File: src/rtl/memcpy_ctrl_if.sv
// Bus bundle for memcpy_ctrl: copy request/status, core load/store port and data-memory port.
// The slave modport is the controller's view; master is the requester/memory side.
interface memcpy_ctrl_if #(parameter int N_WIDTH = 7);
  logic               start;
  logic [31:0]        src_addr;
  logic [31:0]        dst_addr;
  logic [N_WIDTH-1:0] len;
  logic               busy;
  logic               done;

  logic               core_mem_read;
  logic               core_mem_write;
  logic [31:0]        core_addr;
  logic [31:0]        core_wdata;
  logic [1:0]         core_ls_type;
  logic               core_stall;

  logic               mem_read;
  logic               mem_write;
  logic [31:0]        mem_addr;
  logic [31:0]        mem_write_data;
  logic [1:0]         load_store_type;
  logic [31:0]        mem_read_data;

  modport slave (
    input  start, src_addr, dst_addr, len,
    input  core_mem_read, core_mem_write, core_addr, core_wdata, core_ls_type,
    input  mem_read_data,
    output busy, done, core_stall,
    output mem_read, mem_write, mem_addr, mem_write_data, load_store_type
  );

  modport master (
    output start, src_addr, dst_addr, len,
    output core_mem_read, core_mem_write, core_addr, core_wdata, core_ls_type,
    output mem_read_data,
    input  busy, done, core_stall,
    input  mem_read, mem_write, mem_addr, mem_write_data, load_store_type
  );
endinterface

File: src/rtl/memcpy_ctrl.sv
// Memory-copy engine sharing the data-memory port with a core that always wins arbitration.
// Define MEMCPY_WORD_EN to allow 4-byte units when both pointers are aligned; otherwise bytes only.
module memcpy_ctrl #(
  parameter int N_WIDTH = 7
) (
  input logic          clk,
  input logic          rst,
  memcpy_ctrl_if.slave bus
);
  localparam logic [1:0] LS_BYTE = 2'b00;
  localparam logic [1:0] LS_WORD = 2'b10;

  typedef enum logic [1:0] {IDLE, LOAD, STORE, DONE} state_t;

  state_t             r_state;
  logic [31:0]        r_src_ptr;
  logic [31:0]        r_dst_ptr;
  logic [N_WIDTH-1:0] r_remaining;
  logic [31:0]        r_buf;
  logic               r_busy;
  logic               r_done;

  logic               w_core_req;
  logic               w_word;
  logic [N_WIDTH-1:0] w_step;
  logic [31:0]        w_step32;
  logic [1:0]         w_unit_ls;
  logic               w_freeze;

  assign w_core_req = bus.core_mem_read | bus.core_mem_write;

`ifdef MEMCPY_WORD_EN
  assign w_word = (r_remaining >= N_WIDTH'(4)) &&
                  (r_src_ptr[1:0] == 2'b00) && (r_dst_ptr[1:0] == 2'b00);
`else
  assign w_word = 1'b0;
`endif

  assign w_step    = w_word ? N_WIDTH'(4) : N_WIDTH'(1);
  assign w_step32  = w_word ? 32'd4 : 32'd1;
  assign w_unit_ls = w_word ? LS_WORD : LS_BYTE;

  // Only the memory-using states stall behind the core; IDLE/DONE never touch the port.
  assign w_freeze = w_core_req && ((r_state == LOAD) || (r_state == STORE));

  always_ff @(posedge clk) begin
    if (rst) begin
      r_state     <= IDLE;
      r_src_ptr   <= '0;
      r_dst_ptr   <= '0;
      r_remaining <= '0;
      r_buf       <= '0;
      r_busy      <= 1'b0;
      r_done      <= 1'b0;
    end else if (!w_freeze) begin
      case (r_state)
        IDLE: begin
          r_done <= 1'b0;
          if (bus.start) begin
            r_src_ptr   <= bus.src_addr;
            r_dst_ptr   <= bus.dst_addr;
            r_remaining <= bus.len;
            if (bus.len == '0) begin
              r_state <= DONE;
              r_done  <= 1'b1;
            end else begin
              r_state <= LOAD;
              r_busy  <= 1'b1;
            end
          end
        end
        LOAD: begin
          r_buf   <= bus.mem_read_data;
          r_state <= STORE;
        end
        STORE: begin
          r_src_ptr   <= r_src_ptr + w_step32;
          r_dst_ptr   <= r_dst_ptr + w_step32;
          r_remaining <= r_remaining - w_step;
          if (r_remaining == w_step) begin
            r_state <= DONE;
            r_busy  <= 1'b0;
            r_done  <= 1'b1;
          end else begin
            r_state <= LOAD;
          end
        end
        DONE: begin
          r_done  <= 1'b0;
          r_state <= IDLE;
        end
        default: begin
          r_state <= IDLE;
          r_busy  <= 1'b0;
          r_done  <= 1'b0;
        end
      endcase
    end
  end

  // Reset masks the engine immediately so an aborted STORE never reaches memory.
  assign bus.busy       = r_busy & ~rst;
  assign bus.done       = r_done & ~rst;
  assign bus.core_stall = 1'b0;

  always_comb begin
    bus.mem_read        = 1'b0;
    bus.mem_write       = 1'b0;
    bus.mem_addr        = '0;
    bus.mem_write_data  = '0;
    bus.load_store_type = LS_BYTE;
    if (w_core_req) begin
      bus.mem_read        = bus.core_mem_read;
      bus.mem_write       = bus.core_mem_write;
      bus.mem_addr        = bus.core_addr;
      bus.mem_write_data  = bus.core_wdata;
      bus.load_store_type = bus.core_ls_type;
    end else if (!rst && (r_state == LOAD)) begin
      bus.mem_read        = 1'b1;
      bus.mem_addr        = r_src_ptr;
      bus.load_store_type = w_unit_ls;
    end else if (!rst && (r_state == STORE)) begin
      bus.mem_write       = 1'b1;
      bus.mem_addr        = r_dst_ptr;
      bus.mem_write_data  = r_buf;
      bus.load_store_type = w_unit_ls;
    end
  end
endmodule
File: src/flat_wrapper.sv
// flat-port wrapper written by rule: the top's interface ports become plain ports
module memcpy_ctrl_flat 
#(
  parameter int N_WIDTH = 7
)
  (clk, rst, bus_start, bus_src_addr, bus_dst_addr, bus_len, bus_core_mem_read, bus_core_mem_write, bus_core_addr, bus_core_wdata, bus_core_ls_type, bus_mem_read_data, bus_busy, bus_done, bus_core_stall, bus_mem_read, bus_mem_write, bus_mem_addr, bus_mem_write_data, bus_load_store_type);
  memcpy_ctrl_if #(.N_WIDTH(N_WIDTH)) bus_i ();
  input logic clk;
  input logic rst;
  input wire logic [$bits(bus_i.start)-1:0] bus_start;
  input wire logic [$bits(bus_i.src_addr)-1:0] bus_src_addr;
  input wire logic [$bits(bus_i.dst_addr)-1:0] bus_dst_addr;
  input wire logic [$bits(bus_i.len)-1:0] bus_len;
  input wire logic [$bits(bus_i.core_mem_read)-1:0] bus_core_mem_read;
  input wire logic [$bits(bus_i.core_mem_write)-1:0] bus_core_mem_write;
  input wire logic [$bits(bus_i.core_addr)-1:0] bus_core_addr;
  input wire logic [$bits(bus_i.core_wdata)-1:0] bus_core_wdata;
  input wire logic [$bits(bus_i.core_ls_type)-1:0] bus_core_ls_type;
  input wire logic [$bits(bus_i.mem_read_data)-1:0] bus_mem_read_data;
  output wire logic [$bits(bus_i.busy)-1:0] bus_busy;
  output wire logic [$bits(bus_i.done)-1:0] bus_done;
  output wire logic [$bits(bus_i.core_stall)-1:0] bus_core_stall;
  output wire logic [$bits(bus_i.mem_read)-1:0] bus_mem_read;
  output wire logic [$bits(bus_i.mem_write)-1:0] bus_mem_write;
  output wire logic [$bits(bus_i.mem_addr)-1:0] bus_mem_addr;
  output wire logic [$bits(bus_i.mem_write_data)-1:0] bus_mem_write_data;
  output wire logic [$bits(bus_i.load_store_type)-1:0] bus_load_store_type;
  assign bus_i.start = bus_start;
  assign bus_i.src_addr = bus_src_addr;
  assign bus_i.dst_addr = bus_dst_addr;
  assign bus_i.len = bus_len;
  assign bus_i.core_mem_read = bus_core_mem_read;
  assign bus_i.core_mem_write = bus_core_mem_write;
  assign bus_i.core_addr = bus_core_addr;
  assign bus_i.core_wdata = bus_core_wdata;
  assign bus_i.core_ls_type = bus_core_ls_type;
  assign bus_i.mem_read_data = bus_mem_read_data;
  assign bus_busy = bus_i.busy;
  assign bus_done = bus_i.done;
  assign bus_core_stall = bus_i.core_stall;
  assign bus_mem_read = bus_i.mem_read;
  assign bus_mem_write = bus_i.mem_write;
  assign bus_mem_addr = bus_i.mem_addr;
  assign bus_mem_write_data = bus_i.mem_write_data;
  assign bus_load_store_type = bus_i.load_store_type;
  memcpy_ctrl #(.N_WIDTH(N_WIDTH)) u_core (.clk(clk), .rst(rst), .bus(bus_i));
endmodule
File: config.mk
export PLATFORM = sky130hd
export DESIGN_NAME = memcpy_ctrl_flat
export DESIGN_NICKNAME = d
export VERILOG_FILES = /design/src/rtl/memcpy_ctrl_if.sv /design/src/rtl/memcpy_ctrl.sv /design/src/flat_wrapper.sv
export SDC_FILE = /design/constraint.sdc
export NUM_CORES = 1
export LEC_CHECK = 0
export CAP_MARGIN = 20
export CORE_AREA = 3 3 126 128
export CTS_CLUSTER_DIAMETER = 200
export CTS_CLUSTER_SIZE = 10
export DETAILED_ROUTE_END_ITERATION = 10
export DIE_AREA = 0 0 129 131
export PLACE_DENSITY = 0.81
export SETUP_SLACK_MARGIN = 0.02
export SYNTH_ARGS = -nofsm -noshare
export SYNTH_HDL_FRONTEND = slang
export SYNTH_SLANG_ARGS = --single-unit
File: constraint.sdc
create_clock -name clk -period 3.33 [get_ports clk]
set_clock_uncertainty 0.1 [all_clocks]
set_input_delay 0.666 -clock clk [delete_from_list [all_inputs] [get_ports clk]]
set_output_delay 0.666 -clock clk [all_outputs]
set_load 0.02 [all_outputs]
# Word level (Yosys, flattened, before mapping)
# Cells that the tools add are included.
[totals]
output_inout_bits = 71
register_bits = 107
inputBits = 174
[classes]
n_bitwise = 5
n_addsub = 3
reduce_logical = 14
muxes = 30
eq_ne = 7
[op_table]
columns = ["op", "count"]
rows = [
  ["$mux W32", 8],
  ["$pmux W32 S2", 2],
  ["$add A32 B1 Y32 const B", 2],
  ["$pmux W7 S2", 1],
  ["$mux W1", 11],
  ["$mux W2", 4],
  ["$pmux W2 S4", 1],
  ["$eq A7 B1 Y1 const B", 1],
  ["$logic_not A7 Y1", 1],
  ["$mux W7", 1],
  ["$sub A7 B1 Y7 const B", 1],
  ["$reduce_and A3 Y1", 2],
  ["$reduce_and A5 Y1", 1],
  ["$eq A2 B2 Y1 const B", 2],
  ["$ne A2 B2 Y1 const B", 2],
  ["$reduce_and A2 Y1", 2],
  ["$logic_and A1 B1 Y1", 3],
  ["$pmux W1 S3", 1],
  ["$reduce_bool A3 Y1", 1],
  ["$and A1 B1 Y1", 2],
  ["$eq A2 B1 Y1 const B", 1],
  ["$logic_not A2 Y1", 1],
  ["$ne A2 B1 Y1 const B", 1],
  ["$not A1 Y1", 2],
  ["5 further kinds", 5],
]

# Depth between registers and ports, before layout
# Gate-level depths: netlist of the first run.
[depth]
word_depth = 5
ltp_mapped = 11
mapped_depth_nobuf = 7

# Worst setup path after synthesis of the first run
# Ideal clock, no wire load.
[synth_timing]
path_kind = "input port to output port"
startpoint = "input bus_core_mem_write"
endpoint = "output bus_mem_addr[14]"
stages = 7
path_buffers = 3
required_time_ns = 2.564
arrival_time_ns = 2.155
path_slack_ns = 0.409
cell_sequence = "or2_2 clkbuf_1 nor3_1 clkbuf_1 clkbuf_1 a222oi_1 inv_1"
[synth_via]
elab_chain_cells = 2
[synth_rtl]
columns = ["element", "line", "rtl"]
rows = [
  ["from (decl)", "flat_wrapper.sv:15", "input wire logic [$bits(bus_i.core_mem_write)-1:0] bus_core_mem_write;"],
  ["$or A1 B1 Y1", "memcpy_ctrl.sv:30", "assign w_core_req = bus.core_mem_read | bus.core_mem_write;"],
  ["$mux W32", "memcpy_ctrl.sv:112", "if (w_core_req) begin"],
  ["to (decl)", "flat_wrapper.sv:25", "output wire logic [$bits(bus_i.mem_addr)-1:0] bus_mem_addr;"],
]
# Every way passes these cells.

# Final worst setup path of the first run
[layout_timing]
startpoint = "input bus_core_mem_write"
endpoint = "output bus_mem_addr[5]"
# Same word-level chain as after synthesis.

==> impl_results.md, run 1 <==
- Num CTS Buffers: 9
- DRC: 0
- Layout cells sized above 1: 0.0679
- CTS tree: done
- Fmax: 307 MHz
- CP Launch Type: primary input
- Area leader, netlist: dfxtp_1
- Final instance area: 0.00970 mm^2
- Ys Warns: 0
- Placed Instance Area: 0.00945 mm^2
- Most common cell in the synthesized netlist: nand2_1
- First-pass GRT wire length: 38,200 um
- Pin count of the biggest net entering global routing: 75
- Crit path DAT: 2.49 ns
- Critical Path RT: 2.56 ns
- P_leak: 0.00370 uW
- Cell Pwr Density: 644 mW/mm^2
- Drt via density: 6.09
- Place WS: -0.227 ns
- Synth unique cells: 60
- Period utilization: 0.978
- Initial DRC Count: 787
- Worst vdd ir: 0.321 mV
- Syn Nets: 1,111
- Post-Syn Instances: 929
- Total gr overflow: 0
- Setup violations, final: 0
- Post-Syn Area: 0.00675 mm^2
- GP Congestion: 0.918
- Die W: 129 um
- Commonest cells post-synth: nand2_1 (122), dfxtp_1 (107), a21oi_1 (100), clkbuf_1 (71), nor2_1 (58)
- Avg WL per Cell: 18.3 um
- Avg Cell Area, Syn: 7.26 um^2
- Port bufs: 243
- Via count: 8,142
- Outcome: complete, no violations
- Register area share after synthesis: 0.317
- Starting Density: 0.451
- Synth top area cells: dfxtp_1 (32%), a21oi_1 (7.4%), nand2_1 (6.8%)
- Crit. End Element: primary output
- Synth Register Bits: 107
- Layout net count: 1,325
- Asr flop ratio synth: 0
- Max Buffers Root-to-Sink: 2
- DR pass1 iterations: 11
- Tot GR Track Use: 0.279
- Relative slew slack: 0.496
- Synth top area share: 0.317
- Core region area: 0.0150 mm^2
- ANT nets after route: 0
- Ports: 245
- Sink Count: 107
- Min-Delay Path Class: reg -> reg
- Initial antenna violation count: 0
- Die Y: 131 um
- Number of inserted diodes: 0
- CP Max Fanout: 33
- Die area: 0.0169 mm^2
- Clock transition at the registers of the reported paths: 0.07 ns
- Root Buffer: clkbuf_16
- DP HPWL: 17,600 um
- Worst setup path class: in -> out
- Post-synth EDFFs: 0
- Worst-Skew Late Latency: 0.35 ns
- Slew @ Worst Pin: 0.756 ns
- Post-route minimum period: 3.26 ns
- Final Max Slew Viols: 0
- H-tree levels: 3
- RSZ-0062 raised after global routing: true
- MaxCap Viol Count: 0
- Area Growth Syn to Fin: 43.7%
- Std-Cell Rows: 45
- Top FF cell, synth: dfxtp_1
- Vias in the first global route: 7,651
- Detailed Route WL: 24,500 um
- Worst setup margin: 0.0722 ns
- Final hold violation count: 0
[sequential cells by signal (all words and copies together) (netlist names)]
register and cells:
u_core.r_buf 32, u_core.r_busy 1, u_core.r_done 1, u_core.r_dst_ptr 32
u_core.r_remaining 7, u_core.r_src_ptr 32, u_core.r_state 2
[stage by stage]
stage	hold slack [ns]	utilization	total power, uW	cells	setup TNS [ns]
2_1_floorplan	0.336	-	4060	929	0
3_3_place_gp	0.346	0.631	5090	1316	-10.37
3_5_place_dp	0.350	0.631	5170	1316	-12.29
4_1_cts	0.360	0.648	6220	1336	0
5_1_grt	0.377	0.648	6680	1336	-0.0969
6_report	0.360	0.648	6250	1336	0
[cells in the final DEF, fill, tap and decap left out, drive strengths merged, types with 6 or more instances in the layout]
cell           instances
and2                   8
nand3                 38
or4                    7
clkdlybuf4s50        176
ha                     8
a21oi                100
nor4                  13
a2bb2oi                7
nand2                122
a211oi                24
and3                  18
o22ai                 13
a31oi                 17
and4                   7
dfxtp                107
or3                   12
nor3                  27
dlygate4sd2           66
a22o                  32
o21ai                 39
clkbuf                12
inv                   54
nand4                 21
buf                   43
nor2                  58
o32ai                  6
mux2i                 10
nor2b                 14
a222oi                32
[timing repair]
action	in CTS	in global routing
setup buffers	2	0
pin swaps	1	1
resized for setup	71	0
gates cloned	2	0
setup endpoints to repair	66	29
hold buffers	0	0
[critical path, cell delays in order]
cell and delay [ns]:
clkdlybuf4s50_1 0.42, or2_2 0.36, nor3b_2 0.26, buf_12 0.23, a222oi_1 0.11, inv_1 0.08, dlygate4sd2_1 0.34
[routing by layer]
| metal | vias up | track usage | routed length [um] |
|---|---|---|---|
| met2 | 405 | 0.478 | 11900 |
| li1 | 3896 | - | - |
| met1 | 3786 | 0.343 | 9610 |
| met3 | 55 | 0.0577 | 2270 |
| met5 | - | 0 | 0 |
| met4 | 0 | 0.113 | 720 |
[where the power goes]
part           total (uW)  switching (uW)  internal [uW]
Clock                1080             497            586
Combinational        2810            1600           1210
Sequential           2360             613           1740
Total                6250            2710           3540
[cell families (layout without fill, tap and decap cells)]
family,after synthesis,in the layout,share of synthesized area
AO/OA/AOI/OAI,304,304,0.308
adder cells (fa/ha/maj),8,8,0.0148
buffers and inverters,136,355,0.0764
flip-flops,107,107,0.317
multiplexers,14,14,0.0215
other,1,1,0.000556
AND/OR/NAND/NOR,359,359,0.262
[layout make-up]
type	instances	area, um^2
Fill cell	1356	5280
Inverter	54	203
Sequential cell	107	2140
Tap cell	188	235
Timing Repair Buffer	285	2710
Clock buffer	12	236
Multi-Input combinational cell	686	4120
Clock inverter	4	51.3
[path summary, 6_finish.rpt]
check,cells after the start,slack (ns),to,startpoint
worst min register to register,2,0.36,u_core.r_buf[1]$_SDFFE_PP0P_,u_core.r_buf[1]$_SDFFE_PP0P_
worst min-delay path,2,0.36,u_core.r_buf[1]$_SDFFE_PP0P_,u_core.r_buf[1]$_SDFFE_PP0P_
worst max register to register,5,0.51,u_core.r_dst_ptr[31]$_SDFFE_PP0P_,u_core.r_dst_ptr[11]$_SDFFE_PP0P_
worst max-delay path,7,0.07,bus_mem_addr[5],bus_core_mem_write
(Power assumes the default switching activity.)
==> run 2: changes to the inputs <==
Settings changed: CTS_BUF_LIST from default to sky130_fd_sc_hd__clkbuf_4 sky130_fd_sc_hd__clkbuf_8 sky130_fd_sc_hd__clkbuf_16.
==> impl_results.md, run 2 (same netlist as run 1, synthesis figures left out) <==
- Sum of buffers and inverters on the critical path: 4 (unchanged)
- Initial antenna violation count: 0 (unchanged)
- Ports: 245 (unchanged)
- Comb pwr share: 0.449 (about the same)
- MaxCap Viol Count: 0 (unchanged)
- Die W: 129 um (unchanged)
- CTS tree: done
- DP HPWL: 17,600 um (unchanged)
- Worst-path cell chain: clkdlybuf4s50_1 > or2_2 > nor3b_2 > buf_12 > a222oi_1 > inv_1 > dlygate4sd2_1
- Number of inserted diodes: 0 (unchanged)
- Max stage delay on crit path: 0.42 ns (about the same)
- Drt via density: 6.07 (-0.37%)
- Sequential power share: 0.374 (-0.003)
- Min-Delay Path Class: reg -> reg
- Slew @ Worst Pin: 0.761 ns (+0.00542 ns)
- Post-route minimum period: 3.26 ns (+0.00499 ns)
- Layout net count: 1,325 (unchanged)
- Outcome: complete, no violations
- Area Growth Syn to Fin: 43.9%
- Slowest-stage cell, CP: clkdlybuf4s50_1
- Pint: 3560 uW (+0.70%)
- Sink Count: 107 (unchanged)
- CP Max Fanout: 33 (unchanged)
- RR Startpoint: u_core.r_dst_ptr[8]$_SDFFE_PP0P_
- Commonest non-fill, non-tap cell in the layout: clkdlybuf4s50_1
- Initial DRC Count: 778 (-1.1%)
- Std-Cell Rows: 45 (unchanged)
- Relative slew slack: 0.492 (-0.00361)
- Net Switching: 2730 uW (+0.51%)
- Fin cells: 1,336 (unchanged)
- Detailed Route WL: 24,600 um (+0.60%)
- Commonest non-fill, non-tap cells in the layout: clkdlybuf4s50_1 (176), nand2_1 (121), dfxtp_1 (107)
- Crit. End Element: primary output
- Num CTS Buffers: 9 (unchanged)
- Starting Density: 0.451 (unchanged)
- CP Launch Type: primary input
- Critical R2R Capture: u_core.r_dst_ptr[31]$_SDFFE_PP0P_
- Final hold violation count: 0 (unchanged)
- Worst Hold Path Cells: 2 (unchanged)
- Clock power frac: 0.176 (+0.003)
- P_leak: 0.00371 uW (+0.28%)
- DRC: 0 (unchanged)
- Die Y: 131 um (unchanged)
- Core region area: 0.0150 mm^2 (unchanged)
- RSZ-0062 raised after global routing: true
- TNS Setup: 0 ns (unchanged)
- First-pass GRT wire length: 38,300 um (+0.20%)
- Root Buffer: clkbuf_16
- Crit path DAT: 2.50 ns (about the same)
- Final Max Slew Viols: 0 (unchanged)
- Tot GR Track Use: 0.280 (+0.00111)
- Placed Instance Area: 0.00945 mm^2 (unchanged)
- Vias in the first global route: 7,644 (-0.091%)
- Final instance area: 0.00971 mm^2 (+0.12%)
- Port bufs: 243 (unchanged)
- Max Buffers Root-to-Sink: 2 (unchanged)
- Hold wc startpoint: u_core.r_buf[1]$_SDFFE_PP0P_
- Hold Worst Slack: 0.361 ns (+0.000528 ns)
- Worst-Skew Late Latency: 0.36 ns (about the same)
- Largest delay share family, worst path: buffers and inverters
- GP Congestion: 0.918 (unchanged)
- Sw Share: 0.433 (-0.000448)
- Hold_buf cts: 0 (unchanged)
- Avg WL per Cell: 18.4 um (+0.60%)
- Die area: 0.0169 mm^2 (unchanged)
- R2R Setup Slk: 0.52 ns (about the same)
- Pin count of the biggest net entering global routing: 75 (unchanged)
- FF-to-FF path depth: 5 (unchanged)
- Layout cells sized above 1: 0.0706 (+0.00261)
- H-tree levels: 3 (unchanged)
- Dpl cells: 1,316 (unchanged)
- Worst vdd ir: 0.320 mV (-0.35%)
- Cell Pwr Density: 648 mW/mm^2 (+0.50%)
- DR pass1 iterations: 7 (-4)
- Largest regs: u_core.r_buf: 32 flops, u_core.r_dst_ptr: 32 flops, u_core.r_src_ptr: 32 flops
- Via count: 8,112 (-0.37%)
- Worst setup path class: in -> out
- Fmax: 306 MHz (-0.15%)
- ANT nets after route: 0 (unchanged)
- # fillers: 1,356 (unchanged)
- Total gr overflow: 0 (unchanged)
- Period utilization: 0.980 (+0.00150)
- Clock transition at the registers of the reported paths: 0.07 ns (about the same)
- Setup violations, final: 0 (unchanged)
- Fin util: 0.648 (+0.000752)
- WHS Endpoint: u_core.r_buf[1]$_SDFFE_PP0P_
- Critical Path RT: 2.56 ns (about the same)
==> run 2: cell counts in the layout (fill, tap and decap cells not counted) <==
Identical to the previous run, type by type.
==> run 2: worst max-delay path by stage <==
stage	from	end	depth (start not counted)
after floorplan	bus_core_mem_write	bus_mem_addr[14]	7
after global placement	bus_core_mem_write	bus_mem_write_data[24]	6
after detailed placement	bus_core_mem_write	bus_mem_write_data[28]	6
after CTS	bus_core_mem_write	bus_mem_addr[30]	6
after global routing	bus_core_mem_write	bus_mem_addr[25]	7
final	bus_core_mem_write	bus_mem_addr[5]	7
==> run 2: area by class of cell <==
| type | count | area, um^2 | area share |
|---|---|---|---|
| Multi-Input combinational cell | 686 | 4120 | 0.425 |
| Clock inverter | 4 | 51.3 | 0.00528 |
| Sequential cell | 107 | 2140 | 0.221 |
| Clock buffer | 12 | 248 | 0.0255 |
| Timing Repair Buffer | 285 | 2710 | 0.279 |
| Tap cell | 188 | 235 | 0.0242 |
| Inverter | 54 | 203 | 0.0209 |
==> run 2: repair_timing <==
item,4_1_cts,5_1_grt
gates cloned,2,0
endpoints found under the setup margin,66,29
gates resized for setup,71,0
setup buffers,2,0
pin swaps,1,1
==> run 2: layer usage <==
metal | wire (um) | share of wire | global-route usage | vias to the layer above
li1 | - | - | - | 3883
met1 | 9640 | 0.39 | 0.343 | 3750
met2 | 11900 | 0.48 | 0.482 | 432
met3 | 2370 | 0.096 | 0.0581 | 47
met4 | 675 | 0.027 | 0.114 | 0
met5 | 0 | 0 | 0 | -
==> run 2: tightest hold or removal path: cells and delay by family, from the launching register on <==
family | cells | cell delay, ns
AOI/OAI and AO/OA | 1 | 0.05
DFF | 1 | 0.31
and+or+nand+nor | 1 | 0.05
==> run 2: power by group through the flow <==
stage / clock, uW / combinational (uW) / sequential, uW
4_1_cts: 1120 / 2810 / 2320
5_1_grt: 1160 / 3140 / 2410
2_1_floorplan: 0 / 1960 / 2100
3_5_place_dp: 0 / 2820 / 2340
6_report: 1110 / 2830 / 2360
3_3_place_gp: 0 / 2760 / 2340
==> run 2: stage by stage <==
step / setup slack [ns] / power (uW)
CTS: 0.0867 / 6250
global placement: -0.193 / 5090
finish: 0.0672 / 6290
floorplan: 0.409 / 4060
detailed placement: -0.227 / 5170
global route: -0.0284 / 6710
==> run 3: changes to the inputs <==
Settings changed: CAP_MARGIN 20 to default, CORE_AREA 3 3 126 128 to 2 2 125 127, DIE_AREA 0 0 129 131 to 0 0 127 129, SLEW_MARGIN from default to 20.
==> impl_results.md, run 3 (same netlist as run 1, synthesis figures left out) <==
- TNS Setup: 0 ns (unchanged)
- Final instance area: 0.00957 mm^2 (-1.5%)
- Worst-path cell chain: clkdlybuf4s50_1 > or2_4 > nor3_4 > buf_4 > buf_4 > a222oi_1 > inv_1 > dlygate4sd2_1
- Ports: 245 (unchanged)
- Max Buffers Root-to-Sink: 2 (unchanged)
- Relative slew slack: 0.540 (+0.0474)
- Largest regs: u_core.r_buf: 32 flops, u_core.r_dst_ptr: 32 flops, u_core.r_src_ptr: 32 flops
- RSZ-0062 raised after global routing: true
- Initial antenna violation count: 3 (+3)
- Tot GR Track Use: 0.288 (+0.00759)
- Die Y: 129 um (-1.5%)
- Crit. End Element: primary output
- Period utilization: 0.966 (-0.0141)
- Std-Cell Rows: 45 (unchanged)
- CP Max Fanout: 4 (-88%)
- Final Max Slew Viols: 0 (unchanged)
- Pin count of the biggest net entering global routing: 63 (-16%)
- Core region area: 0.0150 mm^2 (unchanged)
- First-pass GRT wire length: 38,600 um (+0.72%)
- Place WS: -0.206 ns (+0.0208 ns)
- Die area: 0.0164 mm^2 (-3.1%)
- Cell Pwr Density: 646 mW/mm^2 (-0.29%)
- Die W: 127 um (-1.6%)
- Clock transition at the registers of the reported paths: 0.07 ns (about the same)
- Num CTS Buffers: 9 (unchanged)
- Pint: 3470 uW (-2.7%)
- Outcome: complete, no violations
- Clock power frac: 0.172 (-0.004)
- Met1 Track Usage GR: 0.368 (+0.0248)
- Detailed Route WL: 23,800 um (-3.4%)
- Vias in the first global route: 7,715 (+0.93%)
- CTS tree: done
- DR pass1 iterations: 9 (+2)
- Max stage delay on crit path: 0.52 ns (+0.10 ns)
- Total gr overflow: 0 (unchanged)
- Sw Share: 0.439 (+0.00521)
- Largest delay share family, worst path: buffers and inverters
- Comb pwr share: 0.449 (about the same)
- Avg WL per Cell: 17.9 um (-3.0%)
- Worst vdd ir: 0.322 mV (+0.59%)
- Drt via density: 6.14 (+1.1%)
- Worst-Skew Late Latency: 0.35 ns (about the same)
- Hold_buf cts: 0 (unchanged)
- Slew @ Worst Pin: 0.690 ns (-0.0711 ns)
- Commonest non-fill, non-tap cells in the layout: clkdlybuf4s50_1 (177), nand2_1 (122), dfxtp_1 (107)
- Placed Instance Area: 0.00941 mm^2 (-0.42%)
- P_leak: 0.00363 uW (-2.2%)
- GP Congestion: 0.942 (+2.6%)
- DRC: 0 (unchanged)
- ANT nets after route: 0 (unchanged)
- Fin util: 0.639 (-0.00952)
- Sink Count: 107 (unchanged)
- # fillers: 1,329 (-2.0%)
- Worst setup path class: in -> out
- Area Growth Syn to Fin: 41.8%
- Grt peak-use layer: met2
- Setup violations, final: 0 (unchanged)
- Slowest-stage cell, CP: clkdlybuf4s50_1
- Port bufs: 243 (unchanged)
- Worst setup margin: 0.114 ns (+0.0471 ns)
- Layout cells sized above 1: 0.0893 (+0.0188)
- Post-route minimum period: 3.22 ns (-0.0471 ns)
- Min-Delay Path Class: reg -> reg
- Starting Density: 0.451 (unchanged)
- Initial DRC Count: 868 (+12%)
- Crit-path most repeated cell: buf_4
- Sum of buffers and inverters on the critical path: 5 (+1)
- CP Launch Type: primary input
- DP HPWL: 17,000 um (-3.9%)
- Sequential power share: 0.379 (+0.005)
- Via count: 8,167 (+0.68%)
- Root Buffer: clkbuf_16
- MaxCap Viol Count: 0 (unchanged)
- Layout net count: 1,319 (-0.45%)
- H-tree levels: 3 (unchanged)
- Commonest non-fill, non-tap cell in the layout: clkdlybuf4s50_1
- Critical Path RT: 2.56 ns (about the same)
- Net Switching: 2710 uW (-0.57%)
- Routing usage on met3: 0.0624 (+0.00424)
- Final hold violation count: 0 (unchanged)
- Crit path DAT: 2.45 ns (-0.05 ns)
- Met2 Usage GRT: 0.480 (-0.00132)
- Fmax: 311 MHz (+1.5%)
run 3: changes by cell type in the layout (fill, tap and decap cells not counted), sizes merged:
cell,before,now
clkdlybuf4s15,0,2
diode,0,1
clkinv,2,3
clkbuf,12,39
bufinv,1,0
clkdlybuf4s50,176,177
clkinvlp,1,2
buf,43,37
dlygate4sd2,66,35
run 3: power groups by stage:
stage | sequential (uW) | combinational (uW) | clock [uW]
2_1_floorplan | 2100 | 1960 | 0
3_3_place_gp | 2330 | 2710 | 0
3_5_place_dp | 2330 | 2780 | 0
4_1_cts | 2310 | 2760 | 1080
5_1_grt | 2420 | 3090 | 1140
6_report | 2340 | 2770 | 1070
run 3: area by class of cell:
type	count	area [um^2]	share of cell area
Multi-Input combinational cell	686	4130	0.432
Timing Repair Buffer	279	2560	0.268
Sequential cell	107	2140	0.224
Clock buffer	11	253	0.0264
Tap cell	188	235	0.0246
Inverter	54	203	0.0212
Clock inverter	5	37.5	0.00392
Antenna cell	1	2.50	0.000262
run 3: worst paths after layout:
check                                          from                           endpoint  slack [ns]  cells after the start
hold reg to reg          u_core.r_done$_SDFFE_PP0P_         u_core.r_done$_SDFFE_PP0P_        0.36                      2
hold / removal           u_core.r_done$_SDFFE_PP0P_         u_core.r_done$_SDFFE_PP0P_        0.36                      2
setup / recovery                 bus_core_mem_write                   bus_mem_addr[25]        0.11                      8
setup reg to reg  u_core.r_dst_ptr[11]$_SDFFE_PP0P_  u_core.r_dst_ptr[31]$_SDFFE_PP0P_        0.54                      5
run 3: tightest hold or removal path: stages (launching register included):
cell and delay (ns):
dfxtp_1 0.30, inv_1 0.06, a211oi_1 0.06
run 3: repair_timing:
item | 4_1_cts | 5_1_grt
pin swaps | 0 | 2
endpoints found under the setup margin | 65 | 68
resized for setup | 70 | 60
gates cloned | 1 | 0
buffers inserted | 2 | 0
run 3: metrics by stage:
step / cells / hold WS [ns] / total power, uW
final: 1331 / 0.362 / 6180
after global routing: 1331 / 0.390 / 6650
after CTS: 1330 / 0.362 / 6140
after detailed placement: 1311 / 0.351 / 5110
after global placement: 1311 / 0.343 / 5040
after floorplan: 929 / 0.336 / 4060
run 3: metal layers:
metal  vias up  share of wire  wire length (um)
li1       3871              -                 -
met1      3815           0.41              9700
met2       425           0.47             11300
met3        52          0.092              2180
met4         4          0.026               630
met5         -         0.0011                27
